File: src/rtl/peripheral_ahb3_pkg.sv
// Purpose: shared AHB3-Lite encodings and master FSM state type.
// Latency: n/a (constants and types only).
// Backpressure: n/a.
package peripheral_ahb3_pkg;

    // HTRANS encodings used by a single-transfer master
    localparam logic [1:0] HTRANS_IDLE   = 2'b00;
    localparam logic [1:0] HTRANS_NONSEQ = 2'b10;

    // HBURST: only single transfers are generated
    localparam logic [2:0] HBURST_SINGLE = 3'b000;

    // HSIZE encodings (bytes = 2**HSIZE)
    localparam logic [2:0] HSIZE_BYTE = 3'b000;
    localparam logic [2:0] HSIZE_HALF = 3'b001;
    localparam logic [2:0] HSIZE_WORD = 3'b010;

    // HPROT: data access, privileged, non-bufferable, non-cacheable
    localparam logic [3:0] HPROT_DATA_PRIV = 4'b0011;

    // IDLE: no phase valid; BUSY: address and/or data phase valid;
    // ERR: second cycle of a two-cycle ERROR response
    typedef enum logic [1:0] {
        ST_IDLE = 2'd0,
        ST_BUSY = 2'd1,
        ST_ERR  = 2'd2
    } master_state_t;

endpackage

File: src/rtl/peripheral_spram_ahb3_master_watchdog.sv
// Purpose: counts consecutive stalled data-phase cycles and flags expiry.
// Latency: expired is combinational in the TIMEOUT_CYCLES-th stalled cycle.
// Backpressure: none; counter clears whenever the stall is released.
// Only built when PERIPHERAL_SPRAM_AHB3_MASTER_TIMEOUT_EN is defined.
// Ports: clk/rst (sync, active-high), stall (data phase with HREADY low),
//        expired (one-cycle flag on the last allowed stall cycle).
`ifdef PERIPHERAL_SPRAM_AHB3_MASTER_TIMEOUT_EN
module peripheral_spram_ahb3_master_watchdog #(
    parameter int TIMEOUT_CYCLES = 16
) (
    input  logic clk,
    input  logic rst,
    input  logic stall,
    output logic expired
);
    localparam int CW = $clog2(TIMEOUT_CYCLES + 1);

    // count holds the number of stalled cycles already seen before this one
    logic [CW-1:0] count;

    assign expired = stall && (count == CW'(TIMEOUT_CYCLES - 1));

    always_ff @(posedge clk) begin
        if (rst || !stall || expired) begin
            count <= '0;
        end else begin
            count <= count + 1'b1;
        end
    end
endmodule
`endif

File: src/rtl/peripheral_spram_ahb3_master.sv
// Purpose: pipelined AHB3-Lite single-transfer master fed by a valid/ready request port.
// Latency: address phase the cycle after acceptance, response pulse in the completing data-phase cycle.
// Backpressure: req_ready drops while the address phase is held by HREADY low or an ERROR is in progress.
// Optional watchdog: define PERIPHERAL_SPRAM_AHB3_MASTER_TIMEOUT_EN.
// Ports: HCLK/HRESET (sync, active-high); req_* request in; rsp_* response out
//        (rsp_valid is a pulse, no backpressure); H* AHB3-Lite master bus.
module peripheral_spram_ahb3_master
    import peripheral_ahb3_pkg::*;
#(
    parameter int PLEN           = 8,
    parameter int XLEN           = 32,
    parameter int TIMEOUT_CYCLES = 16
) (
    input  logic            HCLK,
    input  logic            HRESET,
    input  logic            req_valid,
    output logic            req_ready,
    input  logic            req_write,
    input  logic [PLEN-1:0] req_addr,
    input  logic [XLEN-1:0] req_wdata,
    input  logic [2:0]      req_size,
    output logic            rsp_valid,
    output logic [XLEN-1:0] rsp_rdata,
    output logic            rsp_error,
    output logic            rsp_timeout,
    output logic            HSEL,
    output logic [PLEN-1:0] HADDR,
    output logic [XLEN-1:0] HWDATA,
    input  logic [XLEN-1:0] HRDATA,
    output logic            HWRITE,
    output logic [2:0]      HSIZE,
    output logic [2:0]      HBURST,
    output logic [3:0]      HPROT,
    output logic [1:0]      HTRANS,
    output logic            HMASTLOCK,
    input  logic            HREADY,
    input  logic            HRESP
);
    // Widest transfer the data bus can carry, in HSIZE encoding
    localparam logic [2:0] SIZE_MAX = 3'($clog2(XLEN / 8));

    master_state_t   state, state_nx;
    logic            rdy_en;
    logic            a_vld, a_write, a_bad;
    logic [PLEN-1:0] a_addr;
    logic [2:0]      a_size;
    logic [XLEN-1:0] a_wdata;
    logic            d_vld, d_write, d_bad;
    logic [XLEN-1:0] hwdata_q;
    logic [1:0]      htrans_q;
    logic            hsel_q;
    logic            a_vld_nx, a_bad_nx, d_vld_nx, issue_nx;
    logic            accept, advance, err_start, err_done, req_bad, tmo_hit;

`ifdef PERIPHERAL_SPRAM_AHB3_MASTER_TIMEOUT_EN
    peripheral_spram_ahb3_master_watchdog #(
        .TIMEOUT_CYCLES (TIMEOUT_CYCLES)
    ) u_watchdog (
        .clk     (HCLK),
        .rst     (HRESET),
        .stall   (d_vld && !HREADY),
        .expired (tmo_hit)
    );
`else
    assign tmo_hit = 1'b0;
`endif

    // Oversized requests travel the pipeline as bus-idle slots so their
    // error response stays in order with real transfers.
    assign req_bad   = (req_size > SIZE_MAX);
    assign req_ready = rdy_en && (!a_vld || HREADY) && (state != ST_ERR) && !tmo_hit;
    assign accept    = req_valid && req_ready;
    assign advance   = (state != ST_ERR) && HREADY && !tmo_hit;
    assign err_start = (state != ST_ERR) && d_vld && HRESP && !HREADY;
    assign err_done  = (state == ST_ERR) && HREADY && !tmo_hit;

    always_comb begin
        a_vld_nx = a_vld;
        a_bad_nx = a_bad;
        d_vld_nx = d_vld;
        state_nx = state;
        if (tmo_hit) begin
            a_vld_nx = 1'b0;
            d_vld_nx = 1'b0;
            state_nx = ST_IDLE;
        end else begin
            if (advance) begin
                d_vld_nx = a_vld;
                a_vld_nx = 1'b0;
            end
            if (err_done) begin
                d_vld_nx = 1'b0;
            end
            if (accept) begin
                a_vld_nx = 1'b1;
                a_bad_nx = req_bad;
            end
            if (err_start) begin
                state_nx = ST_ERR;
            end else if ((state != ST_ERR) || err_done) begin
                state_nx = (a_vld_nx || d_vld_nx) ? ST_BUSY : ST_IDLE;
            end
        end
        // While in ERR the held request is kept off the bus
        issue_nx = a_vld_nx && !a_bad_nx && (state_nx != ST_ERR);
    end

    always_ff @(posedge HCLK) begin
        if (HRESET) begin
            state    <= ST_IDLE;
            rdy_en   <= 1'b0;
            a_vld    <= 1'b0;
            a_bad    <= 1'b0;
            a_write  <= 1'b0;
            a_addr   <= '0;
            a_size   <= HSIZE_BYTE;
            a_wdata  <= '0;
            d_vld    <= 1'b0;
            d_write  <= 1'b0;
            d_bad    <= 1'b0;
            hwdata_q <= '0;
            htrans_q <= HTRANS_IDLE;
            hsel_q   <= 1'b0;
        end else begin
            rdy_en   <= 1'b1;
            state    <= state_nx;
            a_vld    <= a_vld_nx;
            a_bad    <= a_bad_nx;
            d_vld    <= d_vld_nx;
            htrans_q <= issue_nx ? HTRANS_NONSEQ : HTRANS_IDLE;
            hsel_q   <= issue_nx;
            if (accept) begin
                a_write <= req_write;
                a_addr  <= req_addr;
                a_size  <= req_size;
                a_wdata <= req_wdata;
            end
            if (advance) begin
                d_write  <= a_write;
                d_bad    <= a_bad;
                hwdata_q <= (a_vld && a_write && !a_bad) ? a_wdata : '0;
            end else if (!d_vld_nx) begin
                hwdata_q <= '0;
            end
        end
    end

    // Responses are taken in the cycle HRDATA/HRESP are valid, so they are
    // combinational from the data-phase registers and the slave handshake.
    assign rsp_valid   = d_vld && (HREADY || tmo_hit);
    assign rsp_error   = rsp_valid && (HRESP || d_bad || tmo_hit || (state == ST_ERR));
    assign rsp_timeout = tmo_hit;
    assign rsp_rdata   = (rsp_valid && !d_write && !d_bad && !tmo_hit) ? HRDATA : '0;

    assign HSEL      = hsel_q;
    assign HTRANS    = htrans_q;
    assign HADDR     = a_addr;
    assign HWRITE    = a_write;
    assign HSIZE     = a_size;
    assign HWDATA    = hwdata_q;
    assign HBURST    = HBURST_SINGLE;
    assign HPROT     = HPROT_DATA_PRIV;
    assign HMASTLOCK = 1'b0;

endmodule

File: config.mk
export PLATFORM = sky130hd
export DESIGN_NAME = peripheral_spram_ahb3_master
export DESIGN_NICKNAME = d
export VERILOG_FILES = /design/src/rtl/peripheral_ahb3_pkg.sv /design/src/rtl/peripheral_spram_ahb3_master_watchdog.sv /design/src/rtl/peripheral_spram_ahb3_master.sv
export SDC_FILE = /design/constraint.sdc
export NUM_CORES = 1
export LEC_CHECK = 0
export BUFFER_PORTS_ARGS = -buffer_cell sky130_fd_sc_hd__buf_4
export CAP_MARGIN = 5
export CORE_ASPECT_RATIO = 0.6
export CORE_UTILIZATION = 48
export CTS_CLUSTER_SIZE = 14
export DETAILED_ROUTE_END_ITERATION = 8
export PLACE_DENSITY = 0.84
export SLEW_MARGIN = 30
export SYNTH_ARGS = -nofsm -noshare
export SYNTH_HDL_FRONTEND = slang
export SYNTH_HIERARCHICAL = 1
export SYNTH_SLANG_ARGS = --single-unit
export TNS_END_PERCENT = 100
File: constraint.sdc
create_clock -name HCLK -period 3.4 [get_ports HCLK]
set_input_delay 0.17 -clock HCLK [delete_from_list [all_inputs] [get_ports HCLK]]
set_output_delay 0.17 -clock HCLK [all_outputs]
set_load 0.05 [all_outputs]
==> run metrics <==
CTS Sinks=85; GRT Residual Overflow=0; Final Max Slew Viols=0; post-route fraction of the period consumed by the critical path=0.5977; sequential area share after synthesis=0.5115; number of stages on the worst hold path=3; antenna violations before repair=0; starting utilization of the core area=0.4983; first-pass GRT wire length=12990 um; sum of net half-perimeters after detailed placement=6205 um; WP data required=3.23 ns; kind of end point of the critical path=output port; post-layout net count=618; Peak VDD IR=0.3246 mV; number of failing setup endpoints in the final timing report=0; worst r2r src=state[0]; reg-to-reg slack, setup=1.48 ns; register bit count reported by yosys=85; number of H-tree branching levels=3; synthesized area divided by synthesized cell count=8.423 um^2; First-pass DRT Iterations=4; reg-to-reg endpoint=a_wdata[22]; CTS Root Buffer Type=clkbuf_16; post-route worst setup slack=1.368 ns; number of I/O pins=172; number of buffers created by CTS=9; P&R area growth vs syn=42.65%; worst hold endpoint=a_wdata[8]; Post-Place Setup Slack=1.461 ns; minimum clock period after layout=2.032 ns; antenna-violating nets left=0; number of antenna diodes=0; placed instance area=4433 um^2; mapped cell area=3327 um^2; standby leakage power=0.002140 uW; gr usage total=0.2369; status=finished, final reports clean; quantity of hold-fixing buffers added after cts=0; clk slew on worst S/H paths=0.06 ns; Worst R2R Path Depth=5; drt wl/cell=13.97 um; largest net degree at the start of global routing=84; unrepaired setup endpoints after global routing=false; Vias=3172; WP data arrival=1.86 ns; number of distinct library cells after synthesis=27; core box area=6676 um^2; fraction of layout instances using a drive strength above 1=0.3401; crit path kind=flop to output port; number of port buffers=161; count of standard-cell rows=23; number of gates resized after CTS=0; number of setup buffers added after CTS=0; worst hold path type=input port to flop; x dimension of the die=109.5 um; Hold Violations, Final=0; largest driver fanout on the critical path=32; RD Place Congestion=0.8221; Max stage delay cell, worst path=nor3_4; number of global-route vias before repair=2820; worst hold margin=0.07910 ns; maximum clock rate=0.4921 GHz; share of flip-flops with an asynchronous set or reset after synthesis=0; synthesized instance count=395; Final Skew=0.005054 ns; number of maximum-capacitance violations=0; critical path cell sequence=nand2_1 -> nor3_4 -> and2_1 -> buf_4; deepest clock path buffer count=2; DR iter-0 viols=167; Die ar.=7279 um^2; source of the worst hold timing path=req_wdata[8]; TritonCTS clock tree=yes; Yosys warning count=6; kind of start point of the critical path=flop; maximum single-stage delay on the critical path=0.60 ns; setup TNS=0 ns; source-to-sink clock delay at the later pin of the worst-skew pair=0.33 ns; Detailed Route WL=8774 um; max_slew headroom=0.4542; vertical extent of the die=66.49 um; count of flip-flops with a built-in enable after synthesis=0; pwr dens=488.0 nW/um^2; Worst Tran Pin Value=0.8187 ns; DRC=0; cell area after layout=4746 um^2; Post-synth top flop=dfxtp_1; vias per inst=5.051
==> cells in the mapped netlist (2+ instances only) <==
master / n / area share
a21oi_1: 49 / 0.074
a22oi_1: 32 / 0.072
and2_1: 33 / 0.062
and3b_1: 2 / 0.0053
buf_2: 7 / 0.011
buf_4: 11 / 0.025
buf_6: 10 / 0.034
clkbuf_1: 13 / 0.015
conb_1: 2 / 0.0023
dfxtp_1: 85 / 0.51
inv_1: 2 / 0.0023
nand2_1: 95 / 0.11
nand3_1: 2 / 0.0030
nor2_1: 39 / 0.044
==> state kept, by name, summed over array words and instances, names as in the netlist <==
register,count
a_wdata,32
HWRITE,1
state,2
d_bad,1
d_vld,1
a_bad,1
rdy_en,1
a_vld,1
HADDR,8
HWDATA,32
d_write,1
HSIZE,3
HTRANS,1
==> metal layers <==
layer	vias up	GRT usage	wire (um)
met4	0	0.07500	129
li1	1553	-	-
met1	1464	0.3004	3692
met2	143	0.3805	4231
met3	12	0.08023	721
met5	-	0	0
==> critical path: cells and delay by family (launching register included) <==
kind,cells,cell delay (ns)
and+or+nand+nor,3,0.98
DFF,1,0.34
buffers and inverters,1,0.21
==> where the power goes <==
group | internal [uW] | switching [uW] | leakage [uW]
logic | 101 | 151 | 0.00130
clock network | 641 | 380 | 0.000145
registers | 1030 | 16.6 | 0.000691
==> cell families after synthesis <==
logic type / Yosys count / synth area share
buf+inv: 44 / 0.08763
simple gates: 179 / 0.2430
compound gates: 84 / 0.1527
mux: 1 / 0.003009
flops: 85 / 0.5115
other cells: 2 / 0.002257
==> cell usage in the layout (no fill, tap or decap), drive strengths merged <==
cell type / n
buf: 165
nand2: 95
dfxtp: 85
a21oi: 49
nor2: 39
and2: 33
a22oi: 32
conb: 10
clkbuf: 10
inv: 3
nor3: 2
and3b: 2
nand3: 2
bufinv: 2
clkinvlp: 2
and2b: 2
nor2b: 1
nand2b: 1
and3: 1
o31a: 1
or3: 1
a21o: 1
mux2i: 1
a31oi: 1
==> metrics by stage <==
step | total power (uW) | instances | utilization
after global routing | 2395 | 628 | 0.7108
after CTS | 2335 | 628 | 0.7108
after detailed placement | 1316 | 613 | 0.6640
after global placement | 1309 | 613 | 0.6629
after floorplan | 1226 | 403 | -
final | 2316 | 628 | 0.7108
==> cell type report <==
type / instances / area, um^2
Tap cell: 87 / 108.9
Clock buffer: 10 / 229.0
Sequential cell: 85 / 1702
Fill cell: 522 / 1931
Inverter: 2 / 7.507
Timing Repair Buffer: 165 / 1239
Multi-Input combinational cell: 274 / 1376
Clock inverter: 5 / 83.83
==> worst max path at each step <==
stage             start             to  depth (start not counted)
6_report          d_vld  rsp_rdata[30]                          4
5_1_grt           d_vld  rsp_rdata[30]                          4
4_1_cts           d_vld  rsp_rdata[30]                          4
3_5_place_dp   state[0]    a_wdata[22]                          5
3_3_place_gp      a_vld       HADDR[2]                          5
2_1_floorplan    HWRITE      HWDATA[0]                          6
(Power assumes the default switching activity.)
